[src/rtl/wdg_sequencer.sv]
// Watchdog configuration/refresh sequencer acting as a Wishbone master.
// Define WDG_SEQ_SR_POLL_EN to poll SR until the watchdog is ready before reload.
module wdg_sequencer #(
    parameter logic [31:0] BASE_ADR    = 32'h0100_0000,
    parameter int unsigned KICK_W      = 16,
    parameter int unsigned ACK_TIMEOUT = 64
) (
    input  logic              clk,
    input  logic              rst,
    input  logic              start,
    input  logic [2:0]        cfg_pr,
    input  logic [11:0]       cfg_rlr,
    input  logic [KICK_W-1:0] kick_period,
    input  logic              alive,
    output logic              cyc_m2s,
    output logic              stb_m2s,
    output logic              we_m2s,
    output logic [31:0]       adr_m2s,
    output logic [15:0]       dat_m2s,
    input  logic [15:0]       dat_s2m,
    input  logic              ack_s2m,
    output logic              running,
    output logic              starved,
    output logic              err
);

    localparam int unsigned TMO_W = $clog2(ACK_TIMEOUT + 1);
    localparam logic [31:0] ADR_KR  = BASE_ADR;
    localparam logic [31:0] ADR_PR  = BASE_ADR + 32'h4;
    localparam logic [31:0] ADR_RLR = BASE_ADR + 32'h8;
    localparam logic [31:0] ADR_SR  = BASE_ADR + 32'hC;

    typedef enum logic [3:0] {
        StIdle, StUnlock, StWrRlr, StWrPr, StPollSr, StReload, StArm, StRun, StKick, StFault
    } state_e;

    state_e            state_q, state_d;
    logic              cyc_q, cyc_d, we_q, we_d;
    logic [31:0]       adr_q, adr_d;
    logic [15:0]       dat_q, dat_d;
    logic [TMO_W-1:0]  tmo_q, tmo_d;
    logic [KICK_W-1:0] cnt_q, cnt_d;
    logic [2:0]        pr_q, pr_d;
    logic [11:0]       rlr_q, rlr_d;
    logic              starved_q, starved_d, err_q, err_d;
    logic              alive_seen_q, alive_seen_d, running_q, running_d;

    logic              bus_req, clr_alive;
    logic [31:0]       req_adr;
    logic [15:0]       req_dat;
    logic              req_we;
    state_e            req_next;
    logic [KICK_W-1:0] load_val;

    // SR status is only consumed when polling is compiled in.
    logic unused_dat_s2m;
    assign unused_dat_s2m = ^dat_s2m;

    assign load_val = (kick_period == '0) ? KICK_W'(1) : kick_period;

    always_comb begin
        state_d   = state_q;
        cyc_d     = cyc_q;
        we_d      = we_q;
        adr_d     = adr_q;
        dat_d     = dat_q;
        tmo_d     = tmo_q;
        cnt_d     = cnt_q;
        pr_d      = pr_q;
        rlr_d     = rlr_q;
        starved_d = starved_q;
        err_d     = err_q;
        clr_alive = 1'b0;
        bus_req   = 1'b0;
        req_adr   = ADR_KR;
        req_dat   = 16'h0000;
        req_we    = 1'b1;
        req_next  = state_q;

        unique case (state_q)
            StIdle: begin
                if (start) begin
                    pr_d    = cfg_pr;
                    rlr_d   = cfg_rlr;
                    state_d = StUnlock;
                end
            end
            StUnlock: begin
                bus_req  = 1'b1;
                req_dat  = 16'h5555;
                req_next = StWrRlr;
            end
            StWrRlr: begin
                bus_req  = 1'b1;
                req_adr  = ADR_RLR;
                req_dat  = {4'b0, rlr_q};
                req_next = StWrPr;
            end
            StWrPr: begin
                bus_req  = 1'b1;
                req_adr  = ADR_PR;
                req_dat  = {13'b0, pr_q};
`ifdef WDG_SEQ_SR_POLL_EN
                req_next = StPollSr;
`else
                req_next = StReload;
`endif
            end
            StPollSr: begin
`ifdef WDG_SEQ_SR_POLL_EN
                bus_req  = 1'b1;
                req_adr  = ADR_SR;
                req_we   = 1'b0;
                req_next = StReload;
`else
                state_d  = StReload;
`endif
            end
            StReload: begin
                bus_req  = 1'b1;
                req_dat  = 16'hAAAA;
                req_next = StArm;
            end
            StArm: begin
                bus_req  = 1'b1;
                req_dat  = 16'hCCCC;
                req_next = StRun;
            end
            StRun: begin
                // Reload at the decision point so the refresh cadence ignores bus latency.
                if (cnt_q == '0) begin
                    cnt_d = load_val;
                    if (alive_seen_q) begin
                        clr_alive = 1'b1;
                        state_d   = StKick;
                    end else begin
                        starved_d = 1'b1;
                    end
                end else begin
                    cnt_d = cnt_q - 1'b1;
                end
            end
            StKick: begin
                bus_req  = 1'b1;
                req_dat  = 16'hAAAA;
                req_next = StRun;
                if (cnt_q != '0) cnt_d = cnt_q - 1'b1;
            end
            StFault: begin
            end
            default: state_d = StFault;
        endcase

        if (bus_req) begin
            if (!cyc_q) begin
                cyc_d = 1'b1;
                adr_d = req_adr;
                dat_d = req_dat;
                we_d  = req_we;
                tmo_d = '0;
            end else if (ack_s2m) begin
                cyc_d   = 1'b0;
                state_d = req_next;
`ifdef WDG_SEQ_SR_POLL_EN
                if (state_q == StPollSr && dat_s2m[1:0] != 2'b00) state_d = StPollSr;
`endif
                if (state_q == StArm) cnt_d = load_val;
            end else if (tmo_q == TMO_W'(ACK_TIMEOUT - 1)) begin
                cyc_d   = 1'b0;
                err_d   = 1'b1;
                state_d = StFault;
            end else begin
                tmo_d = tmo_q + 1'b1;
            end
        end

        alive_seen_d = alive | (alive_seen_q & ~clr_alive);
        running_d    = (state_d == StRun) || (state_d == StKick);
    end

    always_ff @(posedge clk or posedge rst) begin
        if (rst) begin
            state_q      <= StIdle;
            cyc_q        <= 1'b0;
            we_q         <= 1'b0;
            adr_q        <= '0;
            dat_q        <= '0;
            tmo_q        <= '0;
            cnt_q        <= '0;
            pr_q         <= '0;
            rlr_q        <= '0;
            starved_q    <= 1'b0;
            err_q        <= 1'b0;
            alive_seen_q <= 1'b0;
            running_q    <= 1'b0;
        end else begin
            state_q      <= state_d;
            cyc_q        <= cyc_d;
            we_q         <= we_d;
            adr_q        <= adr_d;
            dat_q        <= dat_d;
            tmo_q        <= tmo_d;
            cnt_q        <= cnt_d;
            pr_q         <= pr_d;
            rlr_q        <= rlr_d;
            starved_q    <= starved_d;
            err_q        <= err_d;
            alive_seen_q <= alive_seen_d;
            running_q    <= running_d;
        end
    end

    assign cyc_m2s = cyc_q;
    assign stb_m2s = cyc_q;
    assign we_m2s  = we_q;
    assign adr_m2s = adr_q;
    assign dat_m2s = dat_q;
    assign running = running_q;
    assign starved = starved_q;
    assign err     = err_q;

endmodule
[config.mk]
export PLATFORM = sky130hd
export DESIGN_NAME = wdg_sequencer
export DESIGN_NICKNAME = d
export VERILOG_FILES = /design/src/rtl/wdg_sequencer.sv
export SDC_FILE = /design/constraint.sdc
export NUM_CORES = 1
export LEC_CHECK = 0
export ABC_AREA = 1
export BUFFER_PORTS_ARGS = -buffer_cell sky130_fd_sc_hd__buf_2
export CAP_MARGIN = 0
export CORE_MARGIN = 4
export CORE_UTILIZATION = 55
export CTS_BUF_LIST = sky130_fd_sc_hd__clkbuf_2 sky130_fd_sc_hd__clkbuf_4 sky130_fd_sc_hd__clkbuf_8
export CTS_CLUSTER_SIZE = 10
export DETAILED_ROUTE_END_ITERATION = 10
export GPL_TIMING_DRIVEN = 1
export PLACE_DENSITY = 0.83
export SLEW_MARGIN = 20
export SYNTH_ARGS = -nofsm -noshare
export SYNTH_HDL_FRONTEND = slang
export SYNTH_SLANG_ARGS = --single-unit
[constraint.sdc]
create_clock -name clk -period 2.5 [get_ports clk]
set_input_delay 0.125 -clock clk [delete_from_list [all_inputs] [get_ports clk]]
set_output_delay 0.125 -clock clk [all_outputs]
set_load 0.005 [all_outputs]
==> flow_summary_export.csv, run 1 <==
group,metric,value,unit
run_status,status,"finished clean",
cells_and_area,syn_to_final_growth,14.20,%
power,p_seq_frac,0.348,
die,fp.dieH,93.28,um
placed_design,port_buffers,60,
global_route,antenna_found_initial,0,
clock_network,cts_tree,"done",
sta,post-route-min-period,2.003,ns
die,pin_count,106,
power,p_per_area,1196,mW/mm2
worst_setup_path,end_kind,"flop",
global_route,grt_pass1_wl,15630,um
placed_design,dp_hpwl,6751,um
cells_and_area,drive_above_1_share,0.2159,
yosys,yosysWarnings,0,
detailed_routing,drt_iter0_markers,186,
yosys,yosysSeqAreaShare,0.4129,
power,swShare,0.4478,
global_route,gr-total-overflow,0,
global_route,grt_max_degree,67,
die,die-width,93.28,um
placed_design,preCtsSetupSlack,0.5121,ns
worst_setup_path,arrival,2.29,ns
yosys,ys_seq_elements,66,
power,combPwrFrac,0.483,
worst_setup_path,crit_required,2.78,ns
sta,skew,0.008545,ns
detailed_routing,antenna_left,0,
clock_network,cts_sinks,66,
die,core_area,0.006944,mm2
clock_network,clockBufferDepth,2,
clock_network,cts-buffers-inserted,9,
global_route,grt_pass1_vias,3449,
detailed_routing,wl,9266,um
sta,slew_viol_final,0,
placed_design,globalplace.congestion,0.9215,
detailed_routing,firstDrtPassIters,5,
worst_setup_path,worstSetupStartpointType,"flop",
power,p_leak,2.368,nW
power,intPower,3.016,mW
min_path,min_from,"cfg_pr[0]",
yosys,avgSynthCellArea,7.619,um2
detailed_routing,vias,3626,
detailed_routing,vias_per_cell,5.195,
clock_network,clkTransAtPathRegs,0.07,ns
die,rows,30,
die,die-area,0.008701,mm2
sta,holdWs,0.009758,ns
sta,final.setup.tns,0,ns
cells_and_area,diodes,0,
worst_setup_path,timing.rr.start,"state_q[1]",
detailed_routing,post_drt_wl_per_cell,13.28,um
cells_and_area,final_nets,652,
clock_network,clockRootBuffer,"clkbuf_8",
clock_network,clock_latency,0.35,ns
yosys,ys_types,40,
yosys,synth.cell_area,0.004000,mm2
flow_run,drv_cap,0,
sta,setup_viol,0,
worst_setup_path,worstSetupPathType,"flop to flop",
worst_setup_path,cp-startpoint,"state_q[1]",
die,initial_core_util,0.5760,
power,p_clk_frac,0.169,
clock_network,cts_resized,0,
detailed_routing,drc,0,
yosys,synthCells,525,
sta,min_period_over_period,0.8011,
clock_network,htreeDepth,3,
worst_setup_path,crit_path_max_fanout,20,
global_route,grt.total_usage,0.2234,
sta,hold_violations,0,
clock_network,post_cts_buffers,0,
min_path,worstHoldPathType,"input port to flop",
sta,rsz0062_at_grt,"no",
power,peakVddDrop,620.8,uV
sta,layout_setup_ws,0.4972,ns
sta,max_freq,499.3,MHz
power,switchingPower,2.445,mW
final timing paths:
path	endpoint	slack, ns	cells after the start
worst max-delay path	cnt_q[3]	0.50	9
worst min-delay path	pr_q[0]	0.01	2
worst max register to register	cnt_q[3]	0.50	9
worst min register to register	err	0.46	1
max in group asynchronous	tmo_q[3]	1.81	4
min in group asynchronous	cnt_q[11]	0.38	4
critical path, stage by stage, from the launching register on:
cell and delay (ns):
dfrtp_1 0.48, nor2_2 0.20, nand3_2 0.14, nand2_2 0.14, nor2_4 0.07, nor2_4 0.10, nand3_2 0.39, nand2_4 0.26
nand3_1 0.10, nand2_1 0.07
sequential cells by signal (all words and copies together) (netlist names):
signal	flops
dat_m2s	16
cnt_q	16
pr_q	3
cyc_m2s	1
adr_m2s	3
alive_seen_q	1
tmo_q	7
rlr_q	12
state_q	4
err	1
starved	1
running	1
cells in the mapped netlist:
master	number	area share
nand2_1	140	0.13
or2_1	1	0.0016
o21ai_1	2	0.0025
inv_2	7	0.0066
nand3_1	35	0.044
xor2_1	5	0.011
o31ai_1	1	0.0019
nand3b_1	1	0.0019
nor2_4	3	0.0084
a21oi_2	1	0.0022
nor3_1	4	0.0050
o21a_1	1	0.0019
a31oi_1	5	0.0078
o21ai_2	1	0.0022
a31o_2	1	0.0022
dfrtp_1	66	0.41
nor2_2	7	0.011
mux2_2	15	0.042
nor4_1	6	0.0094
or2_0	1	0.0016
a21o_1	1	0.0019
o21ai_0	22	0.028
nand2_4	1	0.0028
nand4_1	7	0.011
nand3_4	1	0.0044
inv_1	52	0.049
or2_2	1	0.0016
o22ai_1	4	0.0063
xnor2_1	1	0.0022
o21bai_1	1	0.0019
nor2_1	57	0.053
nand3_2	5	0.013
nand2_2	5	0.0078
clkbuf_1	1	0.00094
ha_1	3	0.0094
conb_1	1	0.00094
buf_2	6	0.0075
a21oi_1	18	0.023
buf_4	31	0.058
buf_6	4	0.011
cells in the final DEF, fill, tap and decap left out, types with 10 or more instances in the layout:
cell	n
a21oi_1	18
buf_2	60
clkbuf_8	10
conb_1	29
dfrtp_1	66
dlygate4sd3_1	10
inv_1	51
mux2_2	15
nand2_1	140
nand3_1	35
nor2_1	57
o21ai_0	22
through the flow:
step	instance area [um2]	total power, mW	utilization	instances
3_3_place_gp	4264	4.402	0.6141	672
4_1_cts	4568	5.464	0.6578	698
3_5_place_dp	4264	4.512	0.6141	672
5_1_grt	4568	5.962	0.6578	698
6_report	4568	5.461	0.6578	698
2_1_floorplan	4105	3.899	-	553
power groups by stage:
stage / combinational [mW] / clock [mW] / sequential, mW
6_report: 2.64 / 0.922 / 1.90
5_1_grt: 3.02 / 0.983 / 1.96
4_1_cts: 2.64 / 0.937 / 1.89
3_5_place_dp: 2.60 / 0 / 1.91
3_3_place_gp: 2.52 / 0 / 1.89
2_1_floorplan: 2.07 / 0 / 1.83
logic make-up after synthesis:
| family | share of synthesized area |
|---|---|
| and+or+nand+nor | 0.3075 |
| buffers and inverters | 0.1332 |
| DFF | 0.4129 |
| AOI/OAI and AO/OA | 0.08071 |
| muxes | 0.04223 |
| xor gates and xnor gates | 0.01314 |
| adders and majority gates | 0.009385 |
| other | 0.0009375 |
layout make-up:
cell class,count,area (um2)
Clock buffer,10,137.6
Fill cell,586,2376
Tap cell,96,120.1
Sequential cell,66,1652
Clock inverter,6,66.31
Timing Repair Buffer,75,450.4
Inverter,59,221.5
Multi-Input combinational cell,386,1921
what timing repair did:
item / in CTS / in global routing
hold buffers: 10 / 0
setup endpoints to repair: 0 / 0
endpoints found under the hold margin: 75 / 0
metal layers:
metal	part of all wire	GRT usage
met1	0.41	0.2739
met2	0.52	0.3913
met3	0.057	0.05551
met4	0.011	0.05861
met5	0	0
No activity file was read; power rests on OpenSTA's default activity.
==> inputs of run 2 (changes only) <==
--- a/config.mk
+++ b/config.mk
@@ -5,16 +5,16 @@
 export SDC_FILE = /design/constraint.sdc
 export NUM_CORES = 1
 export LEC_CHECK = 0
-export ABC_AREA = 1
+export ABC_AREA = 0
 export BUFFER_PORTS_ARGS = -buffer_cell sky130_fd_sc_hd__buf_2
 export CAP_MARGIN = 0
 export CORE_MARGIN = 4
-export CORE_UTILIZATION = 55
+export CORE_UTILIZATION = 54
 export CTS_BUF_LIST = sky130_fd_sc_hd__clkbuf_2 sky130_fd_sc_hd__clkbuf_4 sky130_fd_sc_hd__clkbuf_8
 export CTS_CLUSTER_SIZE = 10
 export DETAILED_ROUTE_END_ITERATION = 10
 export GPL_TIMING_DRIVEN = 1
-export PLACE_DENSITY = 0.83
+export PLACE_DENSITY = 0.82
 export SLEW_MARGIN = 20
 export SYNTH_ARGS = -nofsm -noshare
 export SYNTH_HDL_FRONTEND = slang
==> constraint.sdc (replaced) <==
create_clock -name clk -period 2.1 [get_ports clk]
set_input_delay 0.105 -clock clk [delete_from_list [all_inputs] [get_ports clk]]
set_output_delay 0.105 -clock clk [all_outputs]
set_load 0.005 [all_outputs]
==> run 2 against run 1 <==
  * Fmax shrank 3.4%
  * Cell count shrank 9.7%
  * Cell area grew 8.8%
  * Register-to-register slack lost 0.47 ns
  * Global-route usage grew 2.3 points
  * First-iteration DRC count grew 17%
  * Count of clock-buffer cells in the layout grew 1
  * Wire length grew 9.2%
  * Non-clock buffer count grew 57
  * Critical path type unchanged
==> flow_summary_export.csv, run 2 <==
group,metric,value,unit
yosys,ys_top_cells_by_area,"dfrtp_1, buf_4, mux2_2",
power,peakVddDrop,856.0,uV
clock_network,clkTransAtPathRegs,0.08,ns
yosys,synth_largest_area_cell,"dfrtp_1",
sta,slew_viol_final,0,
detailed_routing,antenna_left,0,
die,pin_count,106,
sta,skew,0.01016,ns
cells_and_area,ff_latch_area,0.001652,mm2
yosys,ys_async_sr_fraction,1.000,
die,initial_core_util,0.5562,
placed_design,dp_cells,586,
yosys,avgSynthCellArea,9.291,um2
clock_network,cts-buffers-inserted,9,
worst_setup_path,crit_path_max_fanout,8,
power,p_per_area,1217,mW/mm2
clock_network,clockRootBuffer,"clkbuf_8",
worst_setup_path,rr_endpoint,"running",
power,combPwrFrac,0.442,
detailed_routing,wirelength_met1,4142,um
placed_design,preCtsSetupSlack,0.01816,ns
sta,setup_viol,0,
flow_run,drv_cap,0,
power,swShare,0.3835,
sta,min_period_over_period,0.9874,
global_route,grt_pass1_vias,3556,
cells_and_area,finish.utilization,0.7273,
placed_design,dp_hpwl,7103,um
worst_setup_path,timing.rr.start,"cnt_q[13]",
global_route,gr-total-overflow,0,
sta,layout_setup_ws,0.02650,ns
worst_setup_path,r2r_setup_slack,0.03,ns
power,intPower,3.728,mW
clock_network,cts_tree,"done",
worst_setup_path,crit_required,2.34,ns
sta,tightest_slew,0.6075,ns
die,fp.dieH,91.89,um
yosys,synthCells,409,
placed_design,port_buffers,60,
detailed_routing,vias,3573,
yosys,ys_top_cells_by_count,"dfrtp_1, nand2_1, nor2_1",
placed_design,globalplace.congestion,0.9141,
sta,max_freq,482.3,MHz
min_path,worstHoldPathType,"input port to flop",
yosys,synth_most_common_cell,"dfrtp_1",
worst_setup_path,worstSetupStartpointType,"flop",
detailed_routing,wl_met2,4986,um
detailed_routing,drc,0,
die,die-width,91.89,um
yosys,yosysWarnings,0,
detailed_routing,routed.top_layer,"met4",
detailed_routing,post_drt_wl_per_cell,16.06,um
sta,holdWs,0.002095,ns
power,p_leak,2.262,nW
cells_and_area,syn_to_final_growth,30.75,%
yosys,ys_seq_elements,66,
min_path,min_to,"cnt_q[3]",
global_route,grt_pass1_wl,16570,um
global_route,grt_max_degree,67,
die,die-area,0.008443,mm2
power,switchingPower,2.319,mW
die,rows,30,
yosys,synth.cell_area,0.003800,mm2
yosys,synth_ff_type,"dfrtp_1",
cells_and_area,fillers,504,
yosys,synth-edff-count,0,
sta,max_slew_margin,0.5912,
min_path,hold_depth,2,
cells_and_area,final_nets,583,
worst_setup_path,end_kind,"flop",
yosys,yosysSeqAreaShare,0.4346,
cells_and_area,final_common_cell,"dfrtp_1",
global_route,grt.total_usage,0.2461,
clock_network,htreeDepth,3,
power,p_clk_frac,0.210,
worst_setup_path,worstSetupPathType,"flop to flop",
detailed_routing,wl,10120,um
detailed_routing,met3_length,677,um
worst_setup_path,cp-startpoint,"cnt_q[13]",
yosys,ys_types,66,
run_status,status,"finished clean",
cells_and_area,multi_input_area,0.002004,mm2
cells_and_area,drive_above_1_share,0.3208,
clock_network,clock_latency,0.36,ns
cells_and_area,most-common-layout-cells,"dfrtp_1, buf_2, buf_4",
min_path,min_from,"kick_period[3]",
sta,post-route-min-period,2.073,ns
clock_network,clockBufferDepth,2,
power,p_seq_frac,0.348,
worst_setup_path,rr_worst_depth,8,
detailed_routing,drt_iter0_markers,218,
global_route,antenna_found_initial,1,
die,core_area,0.006832,mm2
clock_network,cts_sinks,66,
worst_setup_path,arrival,2.32,ns
cells_and_area,finalNonFillerCells,630,
yosys,yosysTopAreaCellShare,0.4346,
detailed_routing,vias_per_cell,5.671,
detailed_routing,firstDrtPassIters,5,
sta,hold_violations,0,
run 2: how the worst max path moves through the flow:
stage               slack, ns  cells past startpoint       to
finish                   0.03                      8  running
global route            -0.05                      8  running
CTS                     0.009                     10  running
detailed placement       0.02                      9  running
global placement        0.001                      9  running
floorplan                0.05                      7  running
run 2: critical path, stage by stage, from the launching register on:
cell	delay [ns]
dfrtp_1	0.42
nor4_2	0.32
buf_4	0.17
and4_1	0.24
buf_6	0.15
a41o_1	0.18
o22ai_1	0.08
and2_1	0.16
mux2_4	0.25
run 2: area by class of cell:
type                    count  area share
clock buffers              11     0.03047
inverters                   9    0.006799
clock inverters             5     0.01712
multi-input cells         310      0.4034
well taps                  96     0.02418
flip-flops and latches     66      0.3324
repair buffers            132      0.1851
diodes                      1   0.0005037
run 2: cells by family (layout without fill, tap and decap cells):
family,Yosys count,count (layout),synth area share
buf+inv,61,157,0.09516
xor+xnor,4,4,0.009219
fa+ha+maj,3,3,0.009879
flops,66,66,0.4346
simple gates,145,145,0.2002
compound gates,109,109,0.1907
other cells,1,30,0.0009869
mux,20,20,0.05927
run 2: power groups by stage:
stage	Sequential [mW]	Combinational [mW]	Clock, mW
floorplan	2.07	1.62	0
global placement	2.08	2.36	0
detailed placement	2.11	2.48	0
CTS	2.08	2.54	1.28
global route	2.16	2.94	1.34
finish	2.10	2.67	1.27
run 2: repair_timing:
| item | CTS | global route |
|---|---|---|
| setup endpoints to repair | 1 | 16 |
| pin swaps | 0 | 5 |
| hold buffers | 25 | 0 |
| gates resized for setup | 1 | 25 |
| endpoints found under the hold margin | 90 | 0 |
| setup buffers | 0 | 2 |
run 2: routing by layer:
layer  vias to the layer above  GRT usage
li1                       1667          -
met1                      1722     0.3156
met2                       150     0.4015
met3                        34    0.04676
met4                         0     0.1163
met5                         -          0
run 2: through the flow:
step	total power, mW	setup TNS (ns)	cell area (um2)
finish	6.046	0	4969
global route	6.433	-0.05498	4969
CTS	5.909	0	4840
detailed placement	4.584	0	4348
global placement	4.437	0	4348
floorplan	3.685	0	3905
